### config.mk
export PLATFORM = sky130hd
export DESIGN_NAME = nios_sys_mem_loader_flat
export DESIGN_NICKNAME = d
export VERILOG_FILES = /design/src/rtl/nios_sys_mem_loader_pkg.sv /design/src/rtl/nios_sys_mem_loader_if.sv /design/src/rtl/nios_sys_mem_loader_byte_packer.sv /design/src/rtl/nios_sys_mem_loader.sv /design/src/flat_wrapper.sv
export SDC_FILE = /design/constraint.sdc
export NUM_CORES = 1
export LEC_CHECK = 0
export BUFFER_PORTS_ARGS = -buffer_cell sky130_fd_sc_hd__buf_2
export CAP_MARGIN = 30
export CORE_MARGIN = 8
export CORE_UTILIZATION = 55
export DETAILED_ROUTE_END_ITERATION = 7
export GPL_ROUTABILITY_DRIVEN = 0
export GPL_TIMING_DRIVEN = 0
export PLACE_DENSITY = 0.75
export SLEW_MARGIN = 0
export SYNTH_ARGS = -nofsm -noshare
export SYNTH_HDL_FRONTEND = slang
export SYNTH_SLANG_ARGS = --single-unit
### constraint.sdc
create_clock -name clk -period 4.6 [get_ports clk]
set_input_delay 0.69 -clock clk [delete_from_list [all_inputs] [get_ports clk]]
set_output_delay 0.69 -clock clk [all_outputs]
set_load 0.03 [all_outputs]
### src/rtl/nios_sys_mem_loader_pkg.sv
// Shared definitions for the Nios on-chip RAM loader.
//   LANES/BYTE_W : byte-lane geometry of the 32-bit RAM word
//   ST_*         : loader FSM state encodings (also visible on dbg_state)
//   be_mask()    : expands a 4-bit byteenable into a 32-bit data mask
package nios_sys_mem_loader_pkg;
  localparam int LANES  = 4;
  localparam int BYTE_W = 8;

  localparam logic [2:0] ST_IDLE  = 3'd0;
  localparam logic [2:0] ST_LOAD  = 3'd1;
  localparam logic [2:0] ST_FLUSH = 3'd2;
  localparam logic [2:0] ST_VRD   = 3'd3;
  localparam logic [2:0] ST_VWAIT = 3'd4;
  localparam logic [2:0] ST_DONE  = 3'd5;

  function automatic logic [31:0] be_mask(input logic [3:0] be);
    logic [31:0] m;
    m = '0;
    for (int k = 0; k < LANES; k++) m[k*BYTE_W +: BYTE_W] = {BYTE_W{be[k]}};
    return m;
  endfunction
endpackage

### src/rtl/nios_sys_mem_loader_if.sv
// Byte-stream input and Avalon-MM RAM port of the loader.
// Stream handshake: a byte transfers on a rising clk edge where in_valid and
// in_ready are both high; the source holds in_data/in_last stable while
// in_valid is high and in_ready is low. in_last marks the final image byte.
//   master : the loader (consumes the stream, drives the RAM port)
//   slave  : the environment (stream source + RAM)
interface nios_sys_mem_loader_if #(parameter int ADDR_W = 10);
  logic              in_valid;
  logic [7:0]        in_data;
  logic              in_last;
  logic              in_ready;
  logic [ADDR_W-1:0] avm_address;
  logic [3:0]        avm_byteenable;
  logic              avm_chipselect;
  logic              avm_write;
  logic [31:0]       avm_writedata;
  logic [31:0]       avm_readdata;

  modport master (
    input  in_valid, in_data, in_last, avm_readdata,
    output in_ready, avm_address, avm_byteenable, avm_chipselect, avm_write, avm_writedata
  );
  modport slave (
    output in_valid, in_data, in_last, avm_readdata,
    input  in_ready, avm_address, avm_byteenable, avm_chipselect, avm_write, avm_writedata
  );
endinterface

### src/rtl/nios_sys_mem_loader_byte_packer.sv
// Packs a byte stream little-endian into 32-bit words.
//   clear_i      : drop any partial word
//   fire_i       : a byte is accepted this cycle (data_i, last_i)
//   word_valid_o : the accepted byte completes a word (lane 3 or last)
//   word_data_o  : completed word, unfilled lanes 0 (valid with word_valid_o)
//   word_be_o    : filled-lane mask of the completed word
module nios_sys_byte_packer
  import nios_sys_mem_loader_pkg::*;
(
  input  logic        clk,
  input  logic        reset_n,
  input  logic        clear_i,
  input  logic        fire_i,
  input  logic [7:0]  data_i,
  input  logic        last_i,
  output logic        word_valid_o,
  output logic [31:0] word_data_o,
  output logic [3:0]  word_be_o
);
  logic [1:0]  lane_q;
  logic [31:0] pack_q;
  logic [3:0]  mask_q;
  logic [31:0] pack_d;
  logic [3:0]  mask_d;

  // Merge the incoming byte so a completing word leaves this cycle without
  // waiting for the pack register.
  always_comb begin
    pack_d = pack_q;
    pack_d[{lane_q, 3'b000} +: BYTE_W] = data_i;
    mask_d = mask_q | (4'b0001 << lane_q);
  end

  assign word_valid_o = fire_i & ((lane_q == 2'd3) | last_i);
  assign word_data_o  = pack_d;
  assign word_be_o    = mask_d;

  always_ff @(posedge clk or negedge reset_n) begin
    if (!reset_n) begin
      lane_q <= '0;
      pack_q <= '0;
      mask_q <= '0;
    end else if (clear_i || word_valid_o) begin
      lane_q <= '0;
      pack_q <= '0;
      mask_q <= '0;
    end else if (fire_i) begin
      lane_q <= lane_q + 2'd1;
      pack_q <= pack_d;
      mask_q <= mask_d;
    end
  end
endmodule

### src/rtl/nios_sys_mem_loader.sv
// Loads a host byte stream into the Nios on-chip RAM starting at base_addr,
// optionally reads the region back and checks an additive checksum.
//   clk, reset_n      : clock, asynchronous active-low reset
//   start, base_addr  : 1-cycle start pulse (ignored while busy), first word address
//   bus               : stream input + Avalon-MM RAM port (master side)
//   busy, cpu_hold    : high from the cycle after start until done
//   done              : 1-cycle completion pulse
//   err_overflow      : sticky, a byte targeted an address beyond DEPTH-1
//   err_verify        : sticky, read-back checksum mismatch
//   word_count        : words written (partial word counts as one)
//   checksum          : sum mod 2^32 of written (lane-masked) words
//   dbg_state         : current FSM state
module nios_sys_mem_loader
  import nios_sys_mem_loader_pkg::*;
#(
  parameter int ADDR_W = 10,
  parameter int DEPTH  = 1024,
  parameter int VERIFY = 1
) (
  input  logic              clk,
  input  logic              reset_n,
  input  logic              start,
  input  logic [ADDR_W-1:0] base_addr,
  nios_sys_mem_loader_if.master bus,
  output logic              busy,
  output logic              cpu_hold,
  output logic              done,
  output logic              err_overflow,
  output logic              err_verify,
  output logic [ADDR_W:0]   word_count,
  output logic [31:0]       checksum,
  output logic [2:0]        dbg_state
);
  localparam logic [ADDR_W:0] MAX_ADDR = (ADDR_W+1)'(DEPTH - 1);

  logic [2:0]        state_q, state_d;
  logic [ADDR_W-1:0] base_q;
  logic [ADDR_W:0]   next_addr_q;   // one bit wider so overflow is visible, never wraps
  logic              wr_q;
  logic [ADDR_W-1:0] wr_addr_q;
  logic [31:0]       wr_data_q;
  logic [3:0]        wr_be_q, last_be_q;
  logic [ADDR_W:0]   word_count_q, rd_idx_q;
  logic [31:0]       checksum_q, vsum_q;
  logic              err_ovf_q, err_ver_q;
  logic              rd_pend_q, rd_last_q;

  logic        byte_fire, addr_oob, ovf_now, rd_is_last, start_ok;
  logic        word_valid;
  logic [31:0] word_data, rd_word, vsum_d;
  logic [3:0]  word_be;

  assign start_ok   = (state_q == ST_IDLE) && start;
  assign byte_fire  = (state_q == ST_LOAD) && bus.in_valid;
  assign addr_oob   = next_addr_q > MAX_ADDR;
  assign ovf_now    = err_ovf_q | (byte_fire & addr_oob);
  assign rd_is_last = rd_idx_q == (word_count_q - (ADDR_W+1)'(1));

  nios_sys_byte_packer u_packer (
    .clk          (clk),
    .reset_n      (reset_n),
    .clear_i      (start_ok),
    .fire_i       (byte_fire),
    .data_i       (bus.in_data),
    .last_i       (bus.in_last),
    .word_valid_o (word_valid),
    .word_data_o  (word_data),
    .word_be_o    (word_be)
  );

  // Only the final word can be partial, so only it is masked on read-back.
  assign rd_word = bus.avm_readdata & (rd_last_q ? be_mask(last_be_q) : 32'hFFFF_FFFF);
  assign vsum_d  = vsum_q + rd_word;

  always_comb begin
    state_d = state_q;
    case (state_q)
      ST_IDLE:  if (start) state_d = ST_LOAD;
      ST_LOAD:  if (byte_fire && bus.in_last) state_d = ovf_now ? ST_DONE : ST_FLUSH;
      ST_FLUSH: state_d = (VERIFY != 0) ? ST_VRD : ST_DONE;
      ST_VRD:   if (rd_is_last) state_d = ST_VWAIT;
      ST_VWAIT: state_d = ST_DONE;
      ST_DONE:  state_d = ST_IDLE;
      default:  state_d = ST_IDLE;
    endcase
  end

  always_ff @(posedge clk or negedge reset_n) begin
    if (!reset_n) begin
      state_q      <= ST_IDLE;
      base_q       <= '0;
      next_addr_q  <= '0;
      wr_q         <= 1'b0;
      wr_addr_q    <= '0;
      wr_data_q    <= '0;
      wr_be_q      <= '0;
      last_be_q    <= '0;
      word_count_q <= '0;
      rd_idx_q     <= '0;
      checksum_q   <= '0;
      vsum_q       <= '0;
      err_ovf_q    <= 1'b0;
      err_ver_q    <= 1'b0;
      rd_pend_q    <= 1'b0;
      rd_last_q    <= 1'b0;
    end else begin
      state_q <= state_d;
      // Write stage is registered apart from the packer so words stream without stalls.
      wr_q      <= word_valid & ~addr_oob;
      wr_addr_q <= next_addr_q[ADDR_W-1:0];
      wr_data_q <= word_data;
      wr_be_q   <= word_be;
      rd_pend_q <= (state_q == ST_VRD);
      rd_last_q <= (state_q == ST_VRD) && rd_is_last;
      if (start_ok) begin
        base_q       <= base_addr;
        next_addr_q  <= {1'b0, base_addr};
        word_count_q <= '0;
        checksum_q   <= '0;
        err_ovf_q    <= 1'b0;
        err_ver_q    <= 1'b0;
        rd_idx_q     <= '0;
        vsum_q       <= '0;
      end else begin
        if (word_valid && !addr_oob) next_addr_q <= next_addr_q + (ADDR_W+1)'(1);
        if (byte_fire && addr_oob) err_ovf_q <= 1'b1;
        if (wr_q) begin
          word_count_q <= word_count_q + (ADDR_W+1)'(1);
          checksum_q   <= checksum_q + wr_data_q;
          last_be_q    <= wr_be_q;
        end
        if (state_q == ST_VRD) rd_idx_q <= rd_idx_q + (ADDR_W+1)'(1);
        if (rd_pend_q) vsum_q <= vsum_d;
        if (state_q == ST_VWAIT && vsum_d != checksum_q) err_ver_q <= 1'b1;
      end
    end
  end

  assign bus.in_ready       = (state_q == ST_LOAD);
  assign bus.avm_chipselect = wr_q | (state_q == ST_VRD);
  assign bus.avm_write      = wr_q;
  assign bus.avm_address    = wr_q ? wr_addr_q :
                              (state_q == ST_VRD) ? base_q + rd_idx_q[ADDR_W-1:0] : '0;
  assign bus.avm_byteenable = wr_q ? wr_be_q : (state_q == ST_VRD) ? 4'hF : 4'h0;
  assign bus.avm_writedata  = wr_q ? wr_data_q : 32'h0;

  assign busy         = (state_q != ST_IDLE) && (state_q != ST_DONE);
  assign cpu_hold     = busy;
  assign done         = (state_q == ST_DONE);
  assign err_overflow = err_ovf_q;
  assign err_verify   = err_ver_q;
  assign word_count   = word_count_q;
  assign checksum     = checksum_q;
  assign dbg_state    = state_q;
endmodule

### src/flat_wrapper.sv
// flat-port wrapper written by rule: the top's interface ports become plain ports
module nios_sys_mem_loader_flat import nios_sys_mem_loader_pkg::*;
#(
  parameter int ADDR_W = 10,
  parameter int DEPTH  = 1024,
  parameter int VERIFY = 1
)
  (clk, reset_n, start, base_addr, busy, cpu_hold, done, err_overflow, err_verify, word_count, checksum, dbg_state, bus_in_valid, bus_in_data, bus_in_last, bus_avm_readdata, bus_in_ready, bus_avm_address, bus_avm_byteenable, bus_avm_chipselect, bus_avm_write, bus_avm_writedata);
  nios_sys_mem_loader_if #(.ADDR_W(ADDR_W)) bus_i ();
  input  logic clk;
  input  logic reset_n;
  input  logic start;
  input  logic [ADDR_W-1:0] base_addr;
  output logic busy;
  output logic cpu_hold;
  output logic done;
  output logic err_overflow;
  output logic err_verify;
  output logic [ADDR_W:0] word_count;
  output logic [31:0] checksum;
  output logic [2:0] dbg_state;
  input wire logic [$bits(bus_i.in_valid)-1:0] bus_in_valid;
  input wire logic [$bits(bus_i.in_data)-1:0] bus_in_data;
  input wire logic [$bits(bus_i.in_last)-1:0] bus_in_last;
  input wire logic [$bits(bus_i.avm_readdata)-1:0] bus_avm_readdata;
  output wire logic [$bits(bus_i.in_ready)-1:0] bus_in_ready;
  output wire logic [$bits(bus_i.avm_address)-1:0] bus_avm_address;
  output wire logic [$bits(bus_i.avm_byteenable)-1:0] bus_avm_byteenable;
  output wire logic [$bits(bus_i.avm_chipselect)-1:0] bus_avm_chipselect;
  output wire logic [$bits(bus_i.avm_write)-1:0] bus_avm_write;
  output wire logic [$bits(bus_i.avm_writedata)-1:0] bus_avm_writedata;
  assign bus_i.in_valid = bus_in_valid;
  assign bus_i.in_data = bus_in_data;
  assign bus_i.in_last = bus_in_last;
  assign bus_i.avm_readdata = bus_avm_readdata;
  assign bus_in_ready = bus_i.in_ready;
  assign bus_avm_address = bus_i.avm_address;
  assign bus_avm_byteenable = bus_i.avm_byteenable;
  assign bus_avm_chipselect = bus_i.avm_chipselect;
  assign bus_avm_write = bus_i.avm_write;
  assign bus_avm_writedata = bus_i.avm_writedata;
  nios_sys_mem_loader #(.ADDR_W(ADDR_W), .DEPTH(DEPTH), .VERIFY(VERIFY)) u_core (.clk(clk), .reset_n(reset_n), .start(start), .base_addr(base_addr), .bus(bus_i), .busy(busy), .cpu_hold(cpu_hold), .done(done), .err_overflow(err_overflow), .err_verify(err_verify), .word_count(word_count), .checksum(checksum), .dbg_state(dbg_state));
endmodule
# After elaboration in Yosys (flattened, before gate mapping)
# Cells that the tools add are included.
[totals]
wordCells = 107
reg_bits = 203
output_inout_bits = 100
inputBits = 55
[classes]
n_lt_le_gt_ge = 1
add_sub_neg = 9
n_reduce_logical = 21
n_bitwise = 10
shift = 3
mux = 32
n_eq_ne = 12
[op_table]
columns = ["cell", "n"]
rows = [
  ["32-bit two-way mux", 8],
  ["11-bit two-way mux", 6],
  ["32-bit adder", 2],
  ["11-bit by 1-bit adder with 11-bit output, second input constant", 3],
  ["32-bit bitwise AND", 1],
  ["32-bit bitwise mux", 1],
  ["32-bit != test", 1],
  ["8-bit by 7-bit variable shift with 32-bit output, first input constant", 1],
  ["8-bit by 7-bit indexed part select with 32-bit output", 1],
  ["10-bit two-way mux", 2],
  ["4-bit two-way mux", 4],
  ["3-bit one-hot mux with 5 select lines", 1],
  ["2-bit nonzero test", 7],
  ["3-bit two-way mux", 4],
  ["11-bit equality test", 1],
  ["11-bit by 10-bit > comparator with 1-bit output, second input constant", 1],
  ["11-bit by 1-bit subtractor with 11-bit output, second input constant", 1],
  ["10-bit adder", 1],
  ["1-bit logical AND", 8],
  ["5-bit negator with 7-bit output", 1],
  ["3-bit by 2-bit equality test with 1-bit output, second input constant", 2],
  ["3-bit equality test, second input constant", 2],
  ["1-bit two-way mux", 4],
  ["2-bit two-way mux", 2],
  ["other kinds (17)", 23],
]

# Depth between registers and ports, before layout
[depth]
word_depth = 7
mapped_depth = 15
ltp_nobuf = 15

# By module
# Synthesis repeated with hierarchy kept, for this count alone.
[unflattened]
hier_cells = 1476
area_unflattened_um2 = 13656.8
[by_module_without_submodules]
columns = ["mod", "seq_area_each_um2", "instances", "area_each_um2", "cells_per_inst"]
rows = [
  ["nios_sys_mem_loader", 4129.0, 1, 11598.6, 1282],
  ["nios_sys_byte_packer", 950.9, 1, 2058.2, 194],
]

# Least setup slack after synthesis
# No wires, ideal clock.
[synth_timing]
path_type = "input -> register"
startpoint = "in bus_avm_readdata[0]"
endpoint = "reg u_core.err_ver_q (netlist: u_core.err_verify)"
arrival_time_ns = 3.478
setup_ns = 0.119
n_path_buf = 0
path_slack_ns = 1.003
t_required_ns = 4.481
cell_stages = 14
path_cell_list = "and2_1 > ha_1 > inv_1 > fa_1 > nand2b_1 > a21oi_2 > a41oi_1 > a22oi_1 > nand4_1 > or4_1 > nor4b_2 > o2111ai_1 > and4b_1 > nor2_1"
[synth_via]
elab_chain_cells = 5
[synth_rtl]
columns = ["element", "line", "text"]
rows = [
  ["start: declaration", "flat_wrapper.sv:25", "input wire logic [$bits(bus_i.avm_readdata)-1:0] bus_avm_readdata;"],
  ["32-bit bitwise AND", "nios_sys_mem_loader.sv:72", "assign rd_word = bus.avm_readdata & (rd_last_q ? be_mask(last_be_q) : 32'hFFFF_FFFF);"],
  ["32-bit adder", "nios_sys_mem_loader.sv:73", "assign vsum_d = vsum_q + rd_word;"],
  ["32-bit != test", "nios_sys_mem_loader.sv:134", "if (state_q == ST_VWAIT && vsum_d != checksum_q) err_ver_q <= 1'b1;"],
  ["1-bit logical AND", "nios_sys_mem_loader.sv:134", ""],
  ["2-bit nonzero test (no line)", "--", ""],
  ["end signal: assignment", "nios_sys_mem_loader.sv:103", "err_ver_q <= 1'b0;"],
  ["end signal: assignment", "nios_sys_mem_loader.sv:121", "err_ver_q <= 1'b0;"],
  ["end signal: assignment", "nios_sys_mem_loader.sv:134", ""],
  ["end: declaration", "nios_sys_mem_loader.sv:45", "logic err_ovf_q, err_ver_q;"],
]
# Every way passes these cells.
# A chain may end at the register's enable or synchronous reset.

# Final worst setup path
[layout_timing]
startpoint = "reg u_core.last_be_q[1]"
endpoint = "reg u_core.err_ver_q (netlist: u_core.err_verify)"
[layout_via]
elab_chain_cells = 6
[layout_rtl]
columns = ["element", "line", "text"]
rows = [
  ["start: declaration", "nios_sys_mem_loader.sv:42", "logic [3:0] wr_be_q, last_be_q;"],
  ["start signal: assignment", "nios_sys_mem_loader.sv:130", "last_be_q <= wr_be_q;"],
  ["32-bit two-way mux", "nios_sys_mem_loader.sv:72", ""],
  ["32-bit bitwise AND", "nios_sys_mem_loader.sv:72", ""],
  ["32-bit adder", "nios_sys_mem_loader.sv:73", ""],
  ["32-bit != test", "nios_sys_mem_loader.sv:134", ""],
  ["1-bit logical AND", "nios_sys_mem_loader.sv:134", ""],
  ["2-bit nonzero test (no line)", "--", ""],
]
# Every way passes these cells.

==> results.sh <==
export IMPL_hold_viol=0
export IMPL_die_height_um=177.2
export IMPL_clkSlewWorstSetupHoldPaths_ps=60
export IMPL_synth_edf_count=0
export IMPL_grt_pass1_vias=12623
export IMPL_cp_end_kind="flop"
export IMPL_via_per_inst=6.132
export IMPL_fin_util=0.6373
export IMPL_fmax_mhz=228.8
export IMPL_core_um2=25760
export IMPL_setup_ws_ps=230.2
export IMPL_p_int_uw=6278
export IMPL_port_buffers=154
export IMPL_numCtsBuffers=23
export IMPL_n_antenna_cell=0
export IMPL_synth_async_reset_ratio=1.000
export IMPL_post_cts_buffers=0
export IMPL_ys_seq_area_frac=0.3555
export IMPL_ios=155
export IMPL_worstReg2RegStart="u_core.last_be_q[1]"
export IMPL_power_leakage_uw=0.007721
export IMPL_dpl_cell_count=2112
export IMPL_clock_path_buffers=3
export IMPL_p_comb_frac=0.570
export IMPL_maxCapViolCount=0
export IMPL_reg2reg_depth=13
export IMPL_outcome="complete, but fails checks"
export IMPL_drv_slew=0
export IMPL_final_seq_area_um2=5080
export IMPL_vdd_drop_max_mv=0.4858
export IMPL_place_ws_ps=230.3
export IMPL_syn_area_per_cell_um2=8.819
export IMPL_crit_arrival_ps=4800
export IMPL_setup_viol_count_final=0
export IMPL_cp_start_kind="flop"
export IMPL_synth_distinct_cells=96
export IMPL_clk_latency_ps=540
export IMPL_synthToLayoutAreaGrowth_pct=14.92
export IMPL_ctsHoldBuffers=0
export IMPL_die_width_um=177.2
export IMPL_grt_util_all_layers=0.2657
export IMPL_root_buffer="clkbuf_16"
export IMPL_routed_wl_um=43000
export IMPL_syn_nets=1761
export IMPL_drtPass1Iterations=8
export IMPL_drtIter0Drc=1197
export IMPL_hpwl_um=32860
export IMPL_skew_ps=15.28
export IMPL_grt_overflow_total=0
export IMPL_cp_slowest_cell="a2111oi_1"
export IMPL_crit_fanout=10
export IMPL_drc_errors=12
export IMPL_grt_pass1_wl_um=67320
export IMPL_p_per_area_nw_per_um2=723.4
export IMPL_worst_endpoint_required_ps=5030
export IMPL_cts_resized=0
export IMPL_fin_cells=2154
export IMPL_drive_above_1_share=0.1429
export IMPL_finalSetupTns_ps=0
export IMPL_rows=59
export IMPL_fillCellCount=2183
export IMPL_die_area_um2=31390
export IMPL_fin_crit_sh=0.9500
export IMPL_design_area_um2=16420
export IMPL_ant_nets=0
export IMPL_slowest_delay_ps=600
export IMPL_wl_per_cell_um=19.96
export IMPL_ys_flop_type="dfrtp_1"
export IMPL_placed_area_um2=15550
export IMPL_slew_headroom=0.3958
export IMPL_rsz0062_at_grt="no"
export IMPL_yosysWarningCount=0
export IMPL_cp_common_cell="o21ai_0"
export IMPL_syn_area_um2=14290
export IMPL_multi_input_area_um2=8630
export IMPL_grt_antenna_before_repair=0
export IMPL_switching_share=0.4714
export IMPL_yosys_register_bits=203
export IMPL_postSynthCellCount=1620
export IMPL_critPathKind="flop to flop"
export IMPL_htreeDepth=1
export IMPL_tightestPinTransition_ps=906.3
export IMPL_grt_max_degree=85
export IMPL_hold_path_class="input port to async pin"
export IMPL_start_util=0.5546
export IMPL_vias=13208
export IMPL_cts_tree="yes"
export IMPL_switching_power_uw=5600
export IMPL_violations="DRC"
export IMPL_layout_nets=1943
export IMPL_pwr_share_seq=0.256
export IMPL_cts_sinks=203
export IMPL_pwr_share_clk=0.174
export IMPL_fin_crit_ps=4370
export IMPL_r2r_slack_ps=230
export IMPL_r2r_end="u_core.err_verify"
export IMPL_path_cells="nand2b_1 > and2_1 > ha_1 > buf_2 > a21oi_1 > o21ai_0 > a22o_1 > a211oi_2 > o21ai_0 > a2111oi_1 > o2111ai_1 > and4b_1 > nor2_1"
==> power groups by stage <==
stage          clock, uW  sequential [uW]  combinational, uW
2_1_floorplan          0             3080               4810
3_3_place_gp           0             3000               6440
3_5_place_dp           0             3030               6610
4_1_cts             2090             3000               6650
5_1_grt             2160             3090               7370
6_report            2070             3040               6770
==> Yosys cell counts (all sizes together) (6+ instances only) <==
cell | n | area share
xor2 | 50 | 0.031
o2111ai | 9 | 0.0060
dfrtp | 203 | 0.36
a211o | 6 | 0.0037
o21bai | 11 | 0.0058
a211oi | 18 | 0.010
nor2b | 13 | 0.0057
xnor2 | 63 | 0.039
a21o | 28 | 0.015
or3 | 12 | 0.0053
o21a | 15 | 0.0080
ha | 83 | 0.073
nand2b | 18 | 0.0079
nor2 | 158 | 0.042
a21oi | 95 | 0.035
mux2i | 44 | 0.031
a22o | 9 | 0.0055
nand2 | 165 | 0.043
a2111oi | 9 | 0.0074
nor4 | 8 | 0.0039
inv | 68 | 0.018
buf | 30 | 0.011
o211ai | 10 | 0.0053
o21ai | 104 | 0.037
nor3b | 7 | 0.0037
a31oi | 14 | 0.0076
clkbuf | 44 | 0.012
nand4 | 24 | 0.011
or4 | 7 | 0.0037
nand3 | 27 | 0.0095
xnor3 | 6 | 0.0095
a32o | 34 | 0.024
mux2 | 6 | 0.0050
and3 | 20 | 0.0088
and2 | 72 | 0.032
or2 | 16 | 0.0070
nor3 | 37 | 0.013
o31ai | 10 | 0.0053
==> final cells by class <==
cell class / count / area share
Multi-Input combinational cell: 1273 / 0.5256
Sequential cell: 203 / 0.3094
Buffer: 74 / 0.01996
Inverter: 70 / 0.01600
Clock inverter: 10 / 0.01181
Tap cell: 335 / 0.02553
Timing Repair Buffer: 157 / 0.05159
Clock buffer: 32 / 0.04016
==> placed cells by master (no fill, tap or decap), types with 50 or more instances in the layout <==
cell,count
a21oi_1,91
and2_1,71
buf_2,169
dfrtp_1,203
ha_1,83
inv_1,68
nand2_1,165
nor2_1,157
o21ai_0,92
xnor2_1,63
xor2_1,50
==> registers in the layout (all words and copies together), names as in the netlist, 2 cells and up <==
| signal | flops |
|---|---|
| u_core.wr_addr_q | 10 |
| u_core.u_packer.mask_q | 4 |
| u_core.u_packer.lane_q | 2 |
| u_core.base_q | 10 |
| u_core.word_count | 11 |
| u_core.vsum_q | 32 |
| u_core.last_be_q | 4 |
| u_core.dbg_state | 3 |
| u_core.checksum | 32 |
| u_core.wr_data_q | 32 |
| u_core.u_packer.pack_q | 32 |
| u_core.wr_be_q | 4 |
| u_core.rd_idx_q | 11 |
| u_core.next_addr_q | 11 |
==> layer usage <==
| layer | track usage | share of wire |
|---|---|---|
| met5 | 0 | 0 |
| met4 | 0.09387 | 0.037 |
| met2 | 0.4264 | 0.46 |
| met1 | 0.3621 | 0.43 |
| met3 | 0.03670 | 0.079 |
==> metrics by stage <==
step / hold WS, ps / total power, uW
2_1_floorplan: 384.9 / 7884
3_3_place_gp: 397.3 / 9442
3_5_place_dp: 397.5 / 9633
4_1_cts: 89.15 / 11740
5_1_grt: 104.3 / 12620
6_report: 61.01 / 11880
==> cells by family after synthesis <==
family | count (synthesis) | synth area share
buffers and inverters | 144 | 0.04133
flip-flops | 203 | 0.3555
adder cells (fa/ha/maj) | 86 | 0.07689
AO/OA/AOI/OAI | 413 | 0.2018
multiplexers | 50 | 0.03582
AND/OR/NAND/NOR | 604 | 0.2082
XOR/XNOR | 120 | 0.08039
==> worst max-delay path by stage <==
stage,startpoint,endpoint,slack (ps),depth (start not counted)
final,u_core.last_be_q[1],u_core.err_verify,230,13
after global routing,u_core.rd_last_q,u_core.err_verify,20,15
after CTS,u_core.rd_last_q,u_core.err_verify,190,15
after detailed placement,u_core.rd_last_q,u_core.err_verify,230,15
after global placement,reset_n,u_core.u_packer.pack_q[28],-540,1
after floorplan,bus_avm_readdata[0],u_core.err_verify,1000,14
==> worst max-delay path, delay by kind of cell, from the launching register on <==
kind	cells	cell delay [ps]
buffers and inverters	1	190
adders and majority gates	1	290
AOI/OAI and AO/OA	7	2470
DFF	1	370
and+or+nand+nor	4	930
Note: power is estimated with default switching activity, not from simulation.
